### config.mk
export PLATFORM = sky130hd
export DESIGN_NAME = irda_sir_rx_decoder
export DESIGN_NICKNAME = d
export VERILOG_FILES = /design/src/rtl/irda_sir_rx_decoder.sv
export SDC_FILE = /design/constraint.sdc
export NUM_CORES = 1
export LEC_CHECK = 0
export BUFFER_PORTS_ARGS = -buffer_cell sky130_fd_sc_hd__buf_4
export CORE_ASPECT_RATIO = 1.2
export CORE_MARGIN = 2
export CORE_UTILIZATION = 38
export DETAILED_ROUTE_END_ITERATION = 8
export PLACE_DENSITY = 0.7
export SLEW_MARGIN = 20
export SYNTH_ARGS = -nofsm -noshare
export SYNTH_HDL_FRONTEND = slang
export SYNTH_SLANG_ARGS = --single-unit
### constraint.sdc
create_clock -name clk -period 1.6 [get_ports clk]
set_clock_uncertainty 0.1 [all_clocks]
set_input_delay 0.08 -clock clk [delete_from_list [all_inputs] [get_ports clk]]
set_output_delay 0.08 -clock clk [all_outputs]
set_load 0.1 [all_outputs]
### src/rtl/irda_sir_rx_decoder.sv
// IrDA SIR receive pulse decoder.
// Synchronises the IR receiver output, rejects short pulses, locks bit timing to the first
// accepted pulse and emits one decoded UART-sense bit per OSR sample ticks. After IDLE_BITS
// pulse-free bits it drops back to idle. Transmit or FIR/MIR activity blanks the receiver.
module irda_sir_rx_decoder #(
  parameter int unsigned OSR         = 16,
  parameter int unsigned MIN_PULSE   = 2,
  parameter int unsigned IDLE_BITS   = 10,
  parameter int unsigned SYNC_STAGES = 2,
  parameter bit          RX_INVERT   = 1'b0
) (
  input  logic clk,
  input  logic wb_rst_n,
  input  logic rx_i,
  input  logic fast_enable,
  input  logic fast_mode,
  input  logic tx_select,
  output logic sir_dec_o,
  output logic sir_valid_o,
  output logic sir_active_o,
  output logic glitch_o
);

  localparam int unsigned PhaseW = $clog2(OSR);
  localparam int unsigned RunW   = $clog2(MIN_PULSE + 1);
  localparam int unsigned IdleW  = $clog2(IDLE_BITS + 1);

  localparam logic [PhaseW-1:0] PhaseLast = PhaseW'(OSR - 1);
  // Phase of the tick following acceptance; phase 0 was the pulse's first sample.
  localparam logic [PhaseW-1:0] PhaseLock = PhaseW'(MIN_PULSE);
  localparam logic [RunW-1:0]   RunMax    = RunW'(MIN_PULSE);
  localparam logic [RunW-1:0]   RunAcc    = RunW'(MIN_PULSE - 1);
  localparam logic [IdleW-1:0]  IdleMax   = IdleW'(IDLE_BITS);

  typedef enum logic [0:0] {
    StIdle,
    StBit
  } state_e;

  logic [SYNC_STAGES-1:0] sync_q;
  logic                   rx_s;
  logic                   blank;
  logic                   accepted;

  state_e            state_q, state_d;
  logic [PhaseW-1:0] phase_q, phase_d;
  logic [RunW-1:0]   run_q, run_d;
  logic [IdleW-1:0]  idle_q, idle_d;
  logic              seen_q, seen_d;
  logic              dec_q, dec_d;
  logic              valid_q, valid_d;
  logic              glitch_q, glitch_d;

  // Synchroniser shift register; keeps running even while blanked.
  always_ff @(posedge clk or negedge wb_rst_n) begin
    if (!wb_rst_n) begin
      sync_q <= '0;
    end else begin
      sync_q <= {sync_q[SYNC_STAGES-2:0], rx_i};
    end
  end

  assign rx_s  = sync_q[SYNC_STAGES-1] ^ RX_INVERT;
  assign blank = tx_select | fast_mode;

  // Next-state: glitch filter, bit-phase tracking, frame end detection and blanking.
  always_comb begin
    state_d  = state_q;
    phase_d  = phase_q;
    run_d    = run_q;
    idle_d   = idle_q;
    seen_d   = seen_q;
    dec_d    = dec_q;
    valid_d  = 1'b0;
    glitch_d = 1'b0;
    accepted = 1'b0;

    if (blank) begin
      state_d = StIdle;
      phase_d = '0;
      run_d   = '0;
      idle_d  = '0;
      seen_d  = 1'b0;
      dec_d   = 1'b1;
    end else if (fast_enable) begin
      // High-run counter saturates, so a long pulse is accepted only once.
      if (rx_s) begin
        if (run_q != RunMax) begin
          run_d = run_q + 1'b1;
        end
        accepted = (run_q == RunAcc);
      end else begin
        if ((run_q != '0) && (run_q != RunMax)) begin
          glitch_d = 1'b1;
        end
        run_d = '0;
      end

      unique case (state_q)
        StIdle: begin
          if (accepted) begin
            state_d = StBit;
            phase_d = PhaseLock;
            seen_d  = 1'b1;
            idle_d  = '0;
          end
        end
        StBit: begin
          if (phase_q == PhaseLast) begin
            phase_d = '0;
            dec_d   = ~seen_q;
            valid_d = 1'b1;
            // A pulse accepted on the closing tick belongs to the next bit.
            seen_d  = accepted;
            if (seen_q) begin
              idle_d = '0;
            end else begin
              idle_d = idle_q + 1'b1;
              if (idle_d == IdleMax) begin
                state_d = StIdle;
                idle_d  = '0;
                seen_d  = 1'b0;
              end
            end
          end else begin
            phase_d = phase_q + 1'b1;
            seen_d  = seen_q | accepted;
          end
        end
        default: begin
          state_d = StIdle;
        end
      endcase
    end
  end

  // State and registered outputs.
  always_ff @(posedge clk or negedge wb_rst_n) begin
    if (!wb_rst_n) begin
      state_q  <= StIdle;
      phase_q  <= '0;
      run_q    <= '0;
      idle_q   <= '0;
      seen_q   <= 1'b0;
      dec_q    <= 1'b1;
      valid_q  <= 1'b0;
      glitch_q <= 1'b0;
    end else begin
      state_q  <= state_d;
      phase_q  <= phase_d;
      run_q    <= run_d;
      idle_q   <= idle_d;
      seen_q   <= seen_d;
      dec_q    <= dec_d;
      valid_q  <= valid_d;
      glitch_q <= glitch_d;
    end
  end

  assign sir_dec_o    = dec_q;
  assign sir_valid_o  = valid_q;
  assign sir_active_o = (state_q == StBit);
  assign glitch_o     = glitch_q;

endmodule

==> Word level (Yosys, flattened, before mapping) <==
Index checks and enable logic that the tools add are counted.
{ "word_totals": {"register_bits": 17, "inputBits": 6, "wordCells": 77, "out_inout_bits": 4} }
{ "classes": {"bitwise_logic": 4, "add_sub_neg": 3, "n_eq_ne": 7, "mux": 45, "n_reduce_logical": 9} }
{ "ops": {"columns": ["cell", "n"], "rows": [
  ["$mux 4", 10],
  ["$mux 1", 27],
  ["$pmux 4 s2", 2],
  ["$add 4x1->4 const B", 2],
  ["$eq 4x4->1 const B", 2],
  ["$mux 2", 4],
  ["$reduce_bool 2->1", 4],
  ["$reduce_and 3->1", 2],
  ["$pmux 1 s2", 2],
  ["$reduce_and 2->1", 2],
  ["$ne 3x1->1 const B", 1],
  ["$ne 3x2->1 const B", 1],
  ["$ne 3x3->1 const B", 1],
  ["$add 2x1->2 const B", 1],
  ["$eq 2x1->1 const B", 1],
  ["$ne 2x2->1 const B", 1],
  ["$not 1->1", 2],
  ["$or 1x1->1", 2],
  ["$logic_and 1x1->1", 1]
]} }

==> Longest topological paths before layout <==
{ "logic_depth": {"ltp_word": 10, "ltp_mapped": 6, "mapped_depth_nobuf": 6} }

==> Least setup slack after synthesis <==
Ideal clock, no wire load.
{ "synth_path": {"path_kind": "register to register", "from": "reg state_q, in the netlist sir_active_o", "to": "reg idle_q[0]", "setup_ns": 0.125, "synth_period_minus_slack_ns": 2.081, "path_buffers": 0, "arrival_ns": 1.856, "stages_incl_launch_ff": 5, "required_ns": 1.375, "setup_slack_ns": -0.481, "path_cell_list": "dfrtp_1 > or3b_4 > a2bb2oi_1 > nand3_1 > o21ai_1"} }
{ "synth_between": {"elab_chain_cells": 4, "elab_cells_between_ends": 7, "cone_classes": "2 x eq/ne; 3 x mux; 1 x bitwise; 1 x reduce/logical"} }
{ "synth_rtl": {"columns": ["element", "line_no", "text"], "rows": [
  ["from (decl)", "45", "state_e state_q, state_d;"],
  ["from (signal assigned)", "140", "state_q <= StIdle;"],
  ["from (signal assigned)", "149", "state_q <= state_d;"],
  ["$not 1->1", null, null],
  ["$pmux 4 s2", "99", "unique case (state_q)"],
  ["$mux 4", "85", "end else if (fast_enable) begin"],
  ["$mux 4", "78", "if (blank) begin"],
  ["to (signal assigned)", "152", "idle_q <= idle_d;"],
  ["to (decl)", "48", "logic [IdleW-1:0] idle_q, idle_d;"]
]} }
Parallel ways exist; a longest one is shown, timed or not. The select of a mux whose other input is x is not followed.
A chain may end at the register's enable or synchronous reset.

==> Final worst setup path <==
{ "layout_path": {"from": "reg phase_q[0]", "to": "reg idle_q[3]"} }
{ "layout_between": {"elab_chain_cells": 3} }
{ "layout_rtl": {"columns": ["element", "line_no", "text"], "rows": [
  ["from (decl)", "46", "logic [PhaseW-1:0] phase_q, phase_d;"],
  ["from (signal assigned)", "150", "phase_q <= phase_d;"],
  ["$eq 4x4->1", "109", "if (phase_q == PhaseLast) begin"],
  ["$ne 3x2->1 (no line)", null, null],
  ["$reduce_and 3->1 (no line)", null, null]
]} }
No other way between the ends.

==> summary.md <==
| Metric | Value |
|---|---|
| Outcome | `complete, no violations` |
| Synthesized area per cell | `10.33 um^2` |
| Layout area overhead | `28.50%` |
| Post-synth cell types | `33` |
| Synth warn | `0` |
| Hold WC Path Type | `input port to flop` |
| Fillers | `approximately 230` |
| Final Cell Area | `around 1200 um^2` |
| Clk slew on worst S/H paths | `0.10 ns` |
| Slew headroom | `approximately four fifths` |
| Synth Instances | `roughly 90` |
| Initial antenna violation count | `0` |
| Leak | `about 0.51 nW` |
| Slew @ Worst Pin | `~0.31 ns` |
| Mux cell area share after synthesis | `2.264%` |
| Vias | `between 700 and 800` |
| Core Rows | `19` |
| Post-synthesis xor/xnor area fraction | `2.796%` |
| Synth Area in Compound Gates | `19.97%` |
| Minimum clock period | `1.537 ns` |
| DIE HEIGHT | `58.48 um` |
| Max Cap Viol | `0` |
| Largest family of logic cells by synthesized area | `compound AO/OA/AOI/OAI gates` |
| Antenna Nets Post-Route | `0` |
| Grt ovf | `0` |
| Area contributors post-synth | `dfrtp_1 (43%), ha_1 (8.0%), nand3_1 (3.7%)` |
| Critical Path Start | `phase_q[0]` |
| DR iter-0 viols | `19` |
| Total Wirelength | `around 1.9 mm` |
| Worst-skew pair later-pin latency | `around 0.30 ns` |
| Arrival @ worst endpoint | `1.63 ns` |
| Reg2reg path depth | `6` |
| Pwr Density | `around 630 nW/um^2` |
| CP most frequent cell | `a22o_1` |
| CP cell instances | `ha_2, buf_4, nand3_1, a311oi_2, a22o_1, a22o_1` |
| Drt wl/cell | `13.20 um` |
| CP delay by family, top | `compound AO/OA/AOI/OAI gates` |
| Synth Flop Type | `dfrtp_1` |
| First-pass GRT wire length | `3.070 mm` |
| Startpoint Class | `flop` |
| RePlAce Congestion | `slightly below 0.8` |
| Final slew viol count | `0` |
| Overall Global Routing Usage | `approximately 14%` |
| CP max stage delay | `around 0.42 ns` |
| Core Region | `about 2300 um^2` |
| Clock Tree Buf Depth | `2` |
| Initial core utilization | `approximately 40%` |
| 1st-pass router iterations | `4` |
| RSZ-0062 raised after global routing | `false` |
| Final HPWL DP | `~1.4 mm` |
| Final setup fails | `0` |
| Clock root buffer | `clkbuf_4` |
| Reg2reg start | `phase_q[0]` |
| Achievable Freq | `650.7 MHz` |
| Flops & latches, synth | `17` |
| Max FO, Critical Path | `3` |
| Crit path buffers/inverters | `1` |
| Share of layout cells above drive strength 1 | `30.70%` |
| Hold path start | `tx_select` |
| Hold Vio Cnt, Final | `0` |
| Critical Path RT | `around 1.7 ns` |
| Final nets | `~130` |
| Boundary Pins | `10` |
| Drt drc | `0` |
| Synthesized net count | `roughly 100` |
| CP Depth | `6` |
| Non-Filler Instances | `between 100 and 150` |
| Post-Syn Area | `about 940 um^2` |
| Max IR drop VDD | `approximately 0.00052 V` |
| Pin count of the biggest net entering global routing | `18` |
| Post-synth EDFFs | `0` |
| Hold depth | `3` |
| Slowest CP cell | `dfrtp_1` |
| Dominant cell type by area after synthesis | `dfrtp_1` |
| CTS tree | `built` |
| Crit path kind | `flop to flop` |
| PortBufs | `9` |
| Horiz. Die Dim | `roughly 49 um` |
| Die area | `2888 um^2` |
| CP endpoint kind | `flop` |
| Synthesized-area fraction occupied by adder cells | `approximately 8%` |
| Final period util | `between 90% and 100%` |
| Num CTS Buffers | `3` |
| Antenna diodes | `0` |
| Post-synth ARST share | `between 90% and 100%` |
| H-tree depth | `1` |
| Clock tree sinks | `17` |
| Area after DPL | `1095 um^2` |
| Simple-gate area share of the yosys netlist | `19.97%` |
| Number of global-route vias before repair | `slightly above 700` |
| Share of the synthesized area in the top cell type | `42.61%` |
| Sequential area share after synthesis | `~45%` |
| Placed cell count | `~140` |
| Vias/cell | `between 5 and 6` |
timing repair:
action / in CTS / in global routing
endpoints found under the hold margin: 19 / 0
pin swaps: 0 / 2
hold buffers: 3 / 0
resized for setup: 1 / 9
endpoints found under the setup margin: 2 / 8
setup buffers: 0 / 1
report_power, final:
group	leakage, nW	switching [W]	total (W)	internal [W]
Clock	0.0150	0.000134	0.000231	0.0000972
Sequential	0.225	0.00000724	0.000444	0.000437
Combinational	0.266	0.0000452	0.0000840	0.0000388
cells by family after synthesis:
family          count (synthesis)
mux                             2
fa+ha+maj                       6
compound gates                 23
simple gates                   36
flops                          17
buf+inv                         4
xor+xnor                        3
registers in the layout (all words and copies together), names as in the netlist:
name / cells
sir_active_o: 1
seen_q: 1
sir_dec_o: 1
phase_q: 4
sir_valid_o: 1
run_q: 2
idle_q: 4
glitch_o: 1
sync_q: 2
worst paths after layout:
path / end / slack, ns
hold / removal: sir_valid_o / 0.04
setup / recovery: idle_q[3] / 0.06
setup reg to reg: idle_q[3] / 0.06
min in group asynchronous: idle_q[1] / 0.07
hold reg to reg: sync_q[1] / 0.25
max in group asynchronous: sir_dec_o / 1.08
cell usage in the layout (no fill, tap or decap), drive strengths merged, types with 3 or more instances in the layout:
cell type	synthesis	routed
o21ai	5	5
nand3	8	8
nor2	8	8
a21oi	6	6
nand2	9	9
and3	3	3
ha	6	6
inv	4	4
clkbuf	0	4
buf	0	16
dlygate4sd3	0	3
dfrtp	16	16
stage by stage:
stage	hold slack, ns	utilization, %	TNS (ns)	setup WS [ns]	total power, W
after floorplan	-0.3156	-	-0.3130	-0.1244	0.0004866
after detailed placement	-0.1424	46.99	0	0.01401	0.0005260
after global routing	0.04617	51.83	0	0.002359	0.0008006
after CTS	0.01983	49.46	0	0.03264	0.0007654
final	0.04429	51.83	0	0.06327	0.0007592
after global placement	-0.1456	46.99	0	0.01036	0.0005229
synth_stat cells, drive strengths merged (2+ instances only):
master / number
dfrtp: 16
nand2: 9
nand3: 8
nor2: 8
a21oi: 6
ha: 6
o21ai: 5
inv: 4
and3: 3
a22o: 2
a311oi: 2
nand2b: 2
nor2b: 2
xnor2: 2
final cells by class:
class	count	area, um^2	share of cell area, %
multi-input cells	70	546.8	45.28
flip-flops and latches	17	430.4	35.65
repair buffers	19	150.1	12.44
well taps	31	38.79	3.212
clock buffers	4	26.28	2.176
inverters	4	15.01	1.244
layer usage:
layer | GRT usage (%) | share of wire (%)
met1 | 16.83 | 44
met2 | 23.55 | 51
met3 | 3.299 | 2.5
met4 | 9.524 | 2.6
met5 | 0 | 0
worst min-delay path, stage by stage:
cell and delay, ns:
buf_4 0.12, or3b_4 0.16, nor2_1 0.05
Power figures use the tool's default switching activity.
